[src/rtl/rom_loader_pkg.sv]
// Shared constants and types for the ROM download router.
package rom_loader_pkg;

  localparam int ADDR_W = 25;

  localparam logic [7:0] IDX_ROM = 8'd0;
  localparam logic [7:0] IDX_MOD = 8'd1;
  localparam logic [7:0] IDX_DIP = 8'd254;

  typedef enum logic {MODE_TOGGLE, MODE_PULSE} reg_mode_t;

  // One ioctl write, as seen on the edge cycle (or parked in the pending slot).
  typedef struct packed {
    logic              dl;
    logic [7:0]        idx;
    logic [ADDR_W-1:0] addr;
    logic [7:0]        data;
  } ioctl_ev_t;

endpackage

[src/rtl/rom_region_dec.sv]
// One output region: base/limit hit test, relative address and the req/wr register.
module rom_region_dec
  import rom_loader_pkg::*;
#(
  parameter logic [ADDR_W-1:0] BASE  = '0,
  parameter logic [ADDR_W-1:0] LIMIT = '1,
  parameter reg_mode_t         MODE  = MODE_TOGGLE
) (
  input  logic              clk_sys,
  input  logic              reset,
  input  logic              fire,
  input  logic [ADDR_W-1:0] addr,
  output logic              hit,
  output logic [ADDR_W-1:0] rel,
  output logic [ADDR_W-1:0] rel_q,
  output logic              req,
  output logic              wr
);

  assign hit = (addr >= BASE) && (addr < LIMIT);
  assign rel = addr - BASE;

  always_ff @(posedge clk_sys) begin
    if (reset) begin
      req   <= 1'b0;
      wr    <= 1'b0;
      rel_q <= '0;
    end else begin
      wr <= 1'b0;
      if (fire && hit) begin
        if (MODE == MODE_PULSE) wr  <= 1'b1;
        else                    req <= ~req;
        rel_q <= rel;
      end
    end
  end

endmodule

[src/rtl/rom_loader_router.sv]
// Fans the HPS ioctl ROM stream out to NREG regions, captures mode/DIP bytes, drives core reset.
// ROM_LOADER_WAIT_EN adds reg_ack/ioctl_wait handshaking with a one-entry pending slot.
module rom_loader_router
  import rom_loader_pkg::*;
#(
  parameter int                     NREG      = 4,
  parameter logic [NREG*ADDR_W-1:0] REG_BASE  = {NREG{25'h0}},
  parameter logic [NREG*ADDR_W-1:0] REG_LIMIT = {NREG{25'h1FFFFFF}},
  parameter logic [NREG-1:0]        REG_MODE  = '0,
  parameter int                     DIP_BYTES = 8,
  parameter logic [15:0]            RST_HOLD  = 16'hFFFF
) (
  input  logic                      clk_sys,
  input  logic                      reset,
  input  logic                      ioctl_download,
  input  logic [7:0]                ioctl_index,
  input  logic                      ioctl_wr,
  input  logic [ADDR_W-1:0]         ioctl_addr,
  input  logic [7:0]                ioctl_dout,
  input  logic                      status_reset,
  input  logic                      button_reset,
  output logic [NREG-1:0]           reg_req,
  output logic [NREG-1:0]           reg_wr,
  output logic [ADDR_W-1:0]         reg_addr,
  output logic [NREG*ADDR_W-1:0]    reg_addr_all,
  output logic [7:0]                reg_data,
  output logic [7:0]                core_mod,
  output logic [8*DIP_BYTES-1:0]    dip,
  output logic                      rom_loaded,
`ifdef ROM_LOADER_WAIT_EN
  input  logic [NREG-1:0]           reg_ack,
  output logic                      ioctl_wait,
`endif
  output logic                      core_reset
);

  logic      wr_last, wr_edge, rom_dl, rom_dl_q, loaded_nxt;
  logic      fire, rom_fire, any_hit;
  ioctl_ev_t cur_ev, ev;
  logic [15:0] cnt;

  logic [NREG-1:0]             hit;
  logic [NREG-1:0][ADDR_W-1:0] rel, rel_q;
  logic [ADDR_W-1:0]           first_rel;
  logic [DIP_BYTES-1:0][7:0]   dip_q;

  assign rom_dl  = ioctl_download && (ioctl_index == IDX_ROM);
  assign wr_edge = ioctl_wr && !wr_last;
  assign cur_ev  = '{dl: ioctl_download, idx: ioctl_index, addr: ioctl_addr, data: ioctl_dout};

`ifdef ROM_LOADER_WAIT_EN
  logic      outstanding, pend_vld, ovf;
  ioctl_ev_t pend;

  // Pulse regions never wait; only toggle regions carry a req/ack handshake.
  assign outstanding = |((reg_req ^ reg_ack) & ~REG_MODE);
  assign ioctl_wait  = outstanding;

  always_comb begin
    fire = 1'b0;
    ev   = cur_ev;
    if (!outstanding) begin
      if (pend_vld) begin
        fire = 1'b1;
        ev   = pend;
      end else begin
        fire = wr_edge;
      end
    end
  end

  always_ff @(posedge clk_sys) begin
    if (reset) begin
      pend_vld <= 1'b0;
      pend     <= '0;
      ovf      <= 1'b0;
    end else if (wr_edge && outstanding && pend_vld) begin
      ovf <= 1'b1;
    end else if (wr_edge && (outstanding || pend_vld)) begin
      pend     <= cur_ev;
      pend_vld <= 1'b1;
    end else if (!outstanding) begin
      pend_vld <= 1'b0;
    end
  end
`else
  assign fire = wr_edge;
  assign ev   = cur_ev;
`endif

  assign rom_fire = fire && ev.dl && (ev.idx == IDX_ROM);

  for (genvar i = 0; i < NREG; i++) begin : g_reg
    rom_region_dec #(
      .BASE  (REG_BASE[i*ADDR_W +: ADDR_W]),
      .LIMIT (REG_LIMIT[i*ADDR_W +: ADDR_W]),
      .MODE  (reg_mode_t'(REG_MODE[i]))
    ) u_dec (
      .clk_sys (clk_sys),
      .reset   (reset),
      .fire    (rom_fire),
      .addr    (ev.addr),
      .hit     (hit[i]),
      .rel     (rel[i]),
      .rel_q   (rel_q[i]),
      .req     (reg_req[i]),
      .wr      (reg_wr[i])
    );
  end

  assign reg_addr_all = rel_q;
  assign dip          = dip_q;
  assign any_hit      = |hit;

  // Shared reg_addr follows the lowest-numbered hit region.
  always_comb begin
    first_rel = rel[0];
    for (int i = NREG - 1; i >= 0; i--)
      if (hit[i]) first_rel = rel[i];
  end

  // Using the next rom_loaded lets the hold start the cycle the download ends.
  assign loaded_nxt = rom_loaded || (rom_dl_q && !rom_dl);

  always_ff @(posedge clk_sys) begin
    if (reset) begin
      wr_last    <= 1'b1;
      rom_dl_q   <= 1'b0;
      rom_loaded <= 1'b0;
      reg_data   <= '0;
      reg_addr   <= '0;
      core_mod   <= '0;
      dip_q      <= '0;
      cnt        <= RST_HOLD;
      core_reset <= 1'b1;
    end else begin
      wr_last    <= ioctl_wr;
      rom_dl_q   <= rom_dl;
      rom_loaded <= loaded_nxt;
      if (rom_fire) begin
        reg_data <= ev.data;
        if (any_hit) reg_addr <= first_rel;
      end
      if (fire && ev.idx == IDX_MOD) core_mod <= ev.data;
      for (int k = 0; k < DIP_BYTES; k++)
        if (fire && ev.idx == IDX_DIP && ev.addr == ADDR_W'(k)) dip_q[k] <= ev.data;
      if (status_reset || button_reset || !loaded_nxt || rom_dl) cnt <= RST_HOLD;
      else if (cnt != 16'd0)                                       cnt <= cnt - 16'd1;
      core_reset <= (cnt != 16'd0);
    end
  end

endmodule

[config.mk]
export PLATFORM = sky130hd
export DESIGN_NAME = rom_loader_router
export DESIGN_NICKNAME = d
export VERILOG_FILES = /design/src/rtl/rom_loader_pkg.sv /design/src/rtl/rom_region_dec.sv /design/src/rtl/rom_loader_router.sv
export SDC_FILE = /design/constraint.sdc
export NUM_CORES = 1
export LEC_CHECK = 0
export BUFFER_PORTS_ARGS = -buffer_cell sky130_fd_sc_hd__buf_2
export CAP_MARGIN = 20
export CORE_MARGIN = 8
export CORE_UTILIZATION = 44
export CTS_CLUSTER_DIAMETER = 50
export CTS_CLUSTER_SIZE = 16
export DETAILED_ROUTE_END_ITERATION = 16
export PLACE_DENSITY_LB_ADDON = 0.3
export SETUP_SLACK_MARGIN = 0.5
export SYNTH_ARGS = -nofsm -noshare
export SYNTH_HDL_FRONTEND = slang
export SYNTH_SLANG_ARGS = --single-unit
export TNS_END_PERCENT = 20
[constraint.sdc]
create_clock -name clk_sys -period 2.7 [get_ports clk_sys]
set_input_delay 0.27 -clock clk_sys [delete_from_list [all_inputs] [get_ports clk_sys]]
set_output_delay 0.27 -clock clk_sys [all_outputs]
set_load 0.005 [all_outputs]
Yosys cells after proc, flatten, opt, wreduce, memory -nomap -nowiden
Index checks and enable logic that the tools add are counted.

Bits in registers: 154. Input bits: 47. Output and inout port bits: 215. Logic and storage cells: 66.

Add/subtract/negate cells: 1. Magnitude comparators: 2. Equality and inequality tests: 9. Bitwise gates (word level): 4. Reductions and logical operators: 29.

Operator list (number): $eq 25x3->1 const B (4); $eq 25x2->1 const B (2); $eq 25x1->1 const B (1); $ge 25x1->1 const B (1); $logic_not 25->1 (1); $lt 25x25->1 const B (1); $logic_and 1x1->1 (17); $reduce_bool 16->1 (1); $sub 16x1->16 const B (1); $eq 8x1->1 const B (1); $eq 8x8->1 const B (1); $logic_not 8->1 (1); $logic_or 1x1->1 (4); $not 1->1 (4); $logic_not 1->1 (3); $reduce_and 2->1 (1); $reduce_or 2->1 (1).

Depth between registers and ports, before layout
Depth after elaboration: 9. Depth in mapped cells: 7. Gate-level depth less buffers: 6.

Cells and area by module
From an unflattened synthesis, not the netlist that was laid out.

Cell total of the unflattened synthesis: 1216. Area total of the unflattened synthesis: 10959.3 µm².

Modules (own cells, without submodules): rom_loader_router (times used 1, cells an instance 620, area an instance 5699.2 µm², seq. area each 2502.4 µm²); rom_region_dec (times used 4, cells an instance 149, area an instance 1315.0 µm², seq. area each 520.5 µm²).

Worst setup path before layout
OpenSTA, ideal clock, no wires.

Path type: input -> register. From: input port ioctl_addr[4]. To: register dip_q (netlist bit dip[32]). Library setup time: 72 ps. Arrival: 2015 ps. Data required time: 2628 ps. Setup slack: 613 ps. Cell stages on the path: 5. Buffers on the path: 1. Path through: or4_2 > nor4_4 > and3_2 > buf_6 > mux2i_1.

Word-level cells in the longest chain between the ends: 2.

RTL lines: start, declared (RTL line rom_loader_router.sv:18) `input logic [ADDR_W-1:0] ioctl_addr,`; $eq 25x3->1 (RTL line rom_loader_router.sv:146) `if (fire && ev.idx == IDX_DIP && ev.addr == ADDR_W'(k)) dip_q[k] <= ev.data;`; $logic_and 1x1->1 (RTL line rom_loader_router.sv:146); end signal, assigned by index (RTL line rom_loader_router.sv:146); end, declared (RTL line rom_loader_router.sv:45) `logic [DIP_BYTES-1:0][7:0] dip_q;`.

No other way between the ends. A chain may end at the register's enable or synchronous reset.

Final worst setup path
Ends and elaborated chain as after synthesis.

==> flow_summary.json <==
{
  "nNetsFinal": 858,
  "num_rows": 44,
  "status": "finished, final reports clean",
  "required_ns": 3.03,
  "fin_worst_skew_ns": 0.005821,
  "gp_congestion": 0.7923,
  "synth-edff-count": 0,
  "via_count": 4949,
  "path_cells": "buf_2, or4_2, nor4_4, and3_2, mux2i_1",
  "setup_ws_ns": 0.6439,
  "cts_hold_buf": 0,
  "grt_usage": 0.1788,
  "post-route-min-period_ns": 2.056,
  "p_comb_frac": 0.036,
  "synthArstFlopShare": 0,
  "drt_iter0_drc": 208,
  "syn_inst": 664,
  "vias_per_cell": 4.915,
  "wirelength_um": 17020,
  "finalInstanceArea_um2": 7654,
  "worst_path_largest_cell_delay_ns": 0.73,
  "endpoint_kind": "flop",
  "path_max_fanout": 8,
  "cts_root_buf": "clkbuf_16",
  "core_um2": 14310,
  "reg2reg_from": "cnt[12]",
  "grt_setup_unrepaired": "no",
  "pwr-share-clk": 0.550,
  "fillers": 1327,
  "fin_total_pwr_mw": 4.603,
  "ant_nets": 0,
  "clockBufferDepth": 2,
  "setup_tns_ns": 0,
  "slew_headroom": 0.5004,
  "cts.repair.resized": 0,
  "final_util": 0.5347,
  "whs_ns": 0.06471,
  "cts_tree": "yes",
  "fmax_mhz": 486.4,
  "post_cts_buffers": 0,
  "seq_area_frac_synth": 0.4074,
  "yosys.area.top_type": "dfxtp_1",
  "peakVddDrop_mv": 0.3906,
  "synth_commonest_cells": "dfxtp_1 (129), nand2b_1 (121), buf_4 (109)",
  "report.final.hold_viol_count": 0,
  "htreeDepth": 4,
  "start_util": 0.4428,
  "netlist_area_um2": 6339,
  "antenna_cells": 0,
  "antenna_found_initial": 0,
  "tightest_slew_ns": 0.7466,
  "dp.cells": 975,
  "cts.clk_slew.worst_paths_ns": 0.06,
  "setup_viol": 0,
  "synth_top_area_frac": 0.4074,
  "cap_violations": 0,
  "yosys.cell_types.count": 48,
  "clock-sinks": 129,
  "avgSynthCellArea_um2": 9.546,
  "cts_buffers": 17,
  "io_buffers": 257,
  "yosys_warnings": 0,
  "p_int_mw": 3.640,
  "cellLeakagePower_nw": 3.931,
  "area.growth.synth_to_final_pct": 20.75,
  "p_switching_uw": 962.6,
  "hold_path_class": "in -> reg",
  "grt_max_degree": 69,
  "die_area_um2": 18500,
  "clk_latency_ns": 0.42,
  "cp.arrival_ns": 2.39,
  "drv_slew": 0,
  "synth_flop_cell": "dfxtp_1",
  "critPathKind": "in -> reg",
  "grt_pass1_wl_um": 25630,
  "fin_crit_sh": 0.7615,
  "powerDensity_nw_per_um2": 601.4,
  "synth_area_leaders": "dfxtp_1 (41%), mux2i_1 (16%), buf_4 (13%), nand2b_1 (12%), clkbuf_1 (1.3%)",
  "die_h_um": 136.0,
  "place_area_um2": 7003,
  "firstDrtPassIters": 4,
  "place_ws_ns": 0.1994,
  "cp-start-kind": "input port",
  "io_pins": 262,
  "grt_pass1_vias": 4753,
  "min_from": "ioctl_wr",
  "overflow": 0,
  "drc": 0,
  "dp_hpwl_um": 12730,
  "layout-drive-gt1-share": 0.3852,
  "die_x_um": 136.0,
  "yosysMostFrequentCell": "dfxtp_1",
  "wire_per_inst_um": 16.90,
  "ys_seq_elements": 129,
  "p_seq_frac": 0.414,
  "crit_start": "ioctl_addr[4]",
  "switching_share": 0.2091,
  "fin_cells": 1007,
  "critPathSlowestCell": "or4_2"
}
[layout by cell type (no fill, tap or decap), types with 2 or more instances in the layout]
master / n
nand2b_1: 121
inv_1: 4
nor3b_1: 4
nand4_1: 10
nor2b_1: 6
nand2_1: 17
mux2_2: 4
nor4b_1: 2
nor2_1: 19
clkbuf_1: 2
or2_2: 3
or3_1: 3
dfxtp_1: 129
buf_2: 256
and3_1: 2
buf_4: 12
o211ai_1: 3
nand3_2: 7
or4_1: 5
clkinvlp_4: 3
nor3_1: 15
o21ai_0: 5
nand4b_1: 2
o31ai_1: 4
clkbuf_16: 17
a21oi_1: 11
inv_6: 2
nor4_1: 7
nand3_1: 16
mux2i_1: 101
conb_1: 4
bufinv_16: 5
[per-layer routing]
| layer | global-route usage | wire [um] | vias up |
|---|---|---|---|
| li1 | - | - | 2438 |
| met1 | 0.2104 | 7308 | 2307 |
| met2 | 0.2970 | 8082 | 188 |
| met3 | 0.06098 | 1413 | 16 |
| met4 | 0.06284 | 210 | 0 |
| met5 | 0 | 0 | - |
[sequential cells by signal, indices dropped and copies added (netlist names)]
signal	cells
core_mod	8
g.u_dec.req	4
core_reset	1
wr_last	1
rom_loaded	1
rom_dl_q	1
dip	64
reg_data	8
cnt	16
reg_addr	25
[power by group through the flow]
stage | Sequential [mW] | Combinational [mW] | Clock, mW
2_1_floorplan | 1.95 | 0.0902 | 0
3_3_place_gp | 1.95 | 0.166 | 0
3_5_place_dp | 1.95 | 0.166 | 0
4_1_cts | 1.91 | 0.166 | 2.59
5_1_grt | 1.90 | 0.180 | 2.67
6_report | 1.91 | 0.164 | 2.53
[cell type report]
class	instances	area (um2)	area share
inverter	4	15.01	0.001962
tap	184	230.2	0.03008
multi-input combinational	390	2804	0.3664
timing repair buffer	268	1371	0.1792
clock inverter	12	203.9	0.02665
sequential	129	2582	0.3374
clock buffer	20	446.7	0.05836
[cells by family after synthesis]
group	share of synthesized area
AND/OR/NAND/NOR	0.2349
buffers and inverters	0.1538
flip-flops	0.4074
multiplexers	0.1666
AO/OA/AOI/OAI	0.03198
XOR/XNOR	0.002764
adder cells (fa/ha/maj)	0.001974
other	0.0005916
[worst max-delay path: cells and delay by family]
kind,cells,cell delay [ns]
multiplexers,1,0.22
AND/OR/NAND/NOR,3,1.78
buffers and inverters,1,0.11
[path summary, 6_finish.rpt]
path	slack [ns]	end	cells after the start
hold reg to reg	0.46	reg_data[4]	2
setup reg to reg	0.77	cnt[8]	4
setup / recovery	0.64	dip[32]	5
hold / removal	0.06	wr_last	2
Power figures use the tool's default switching activity.
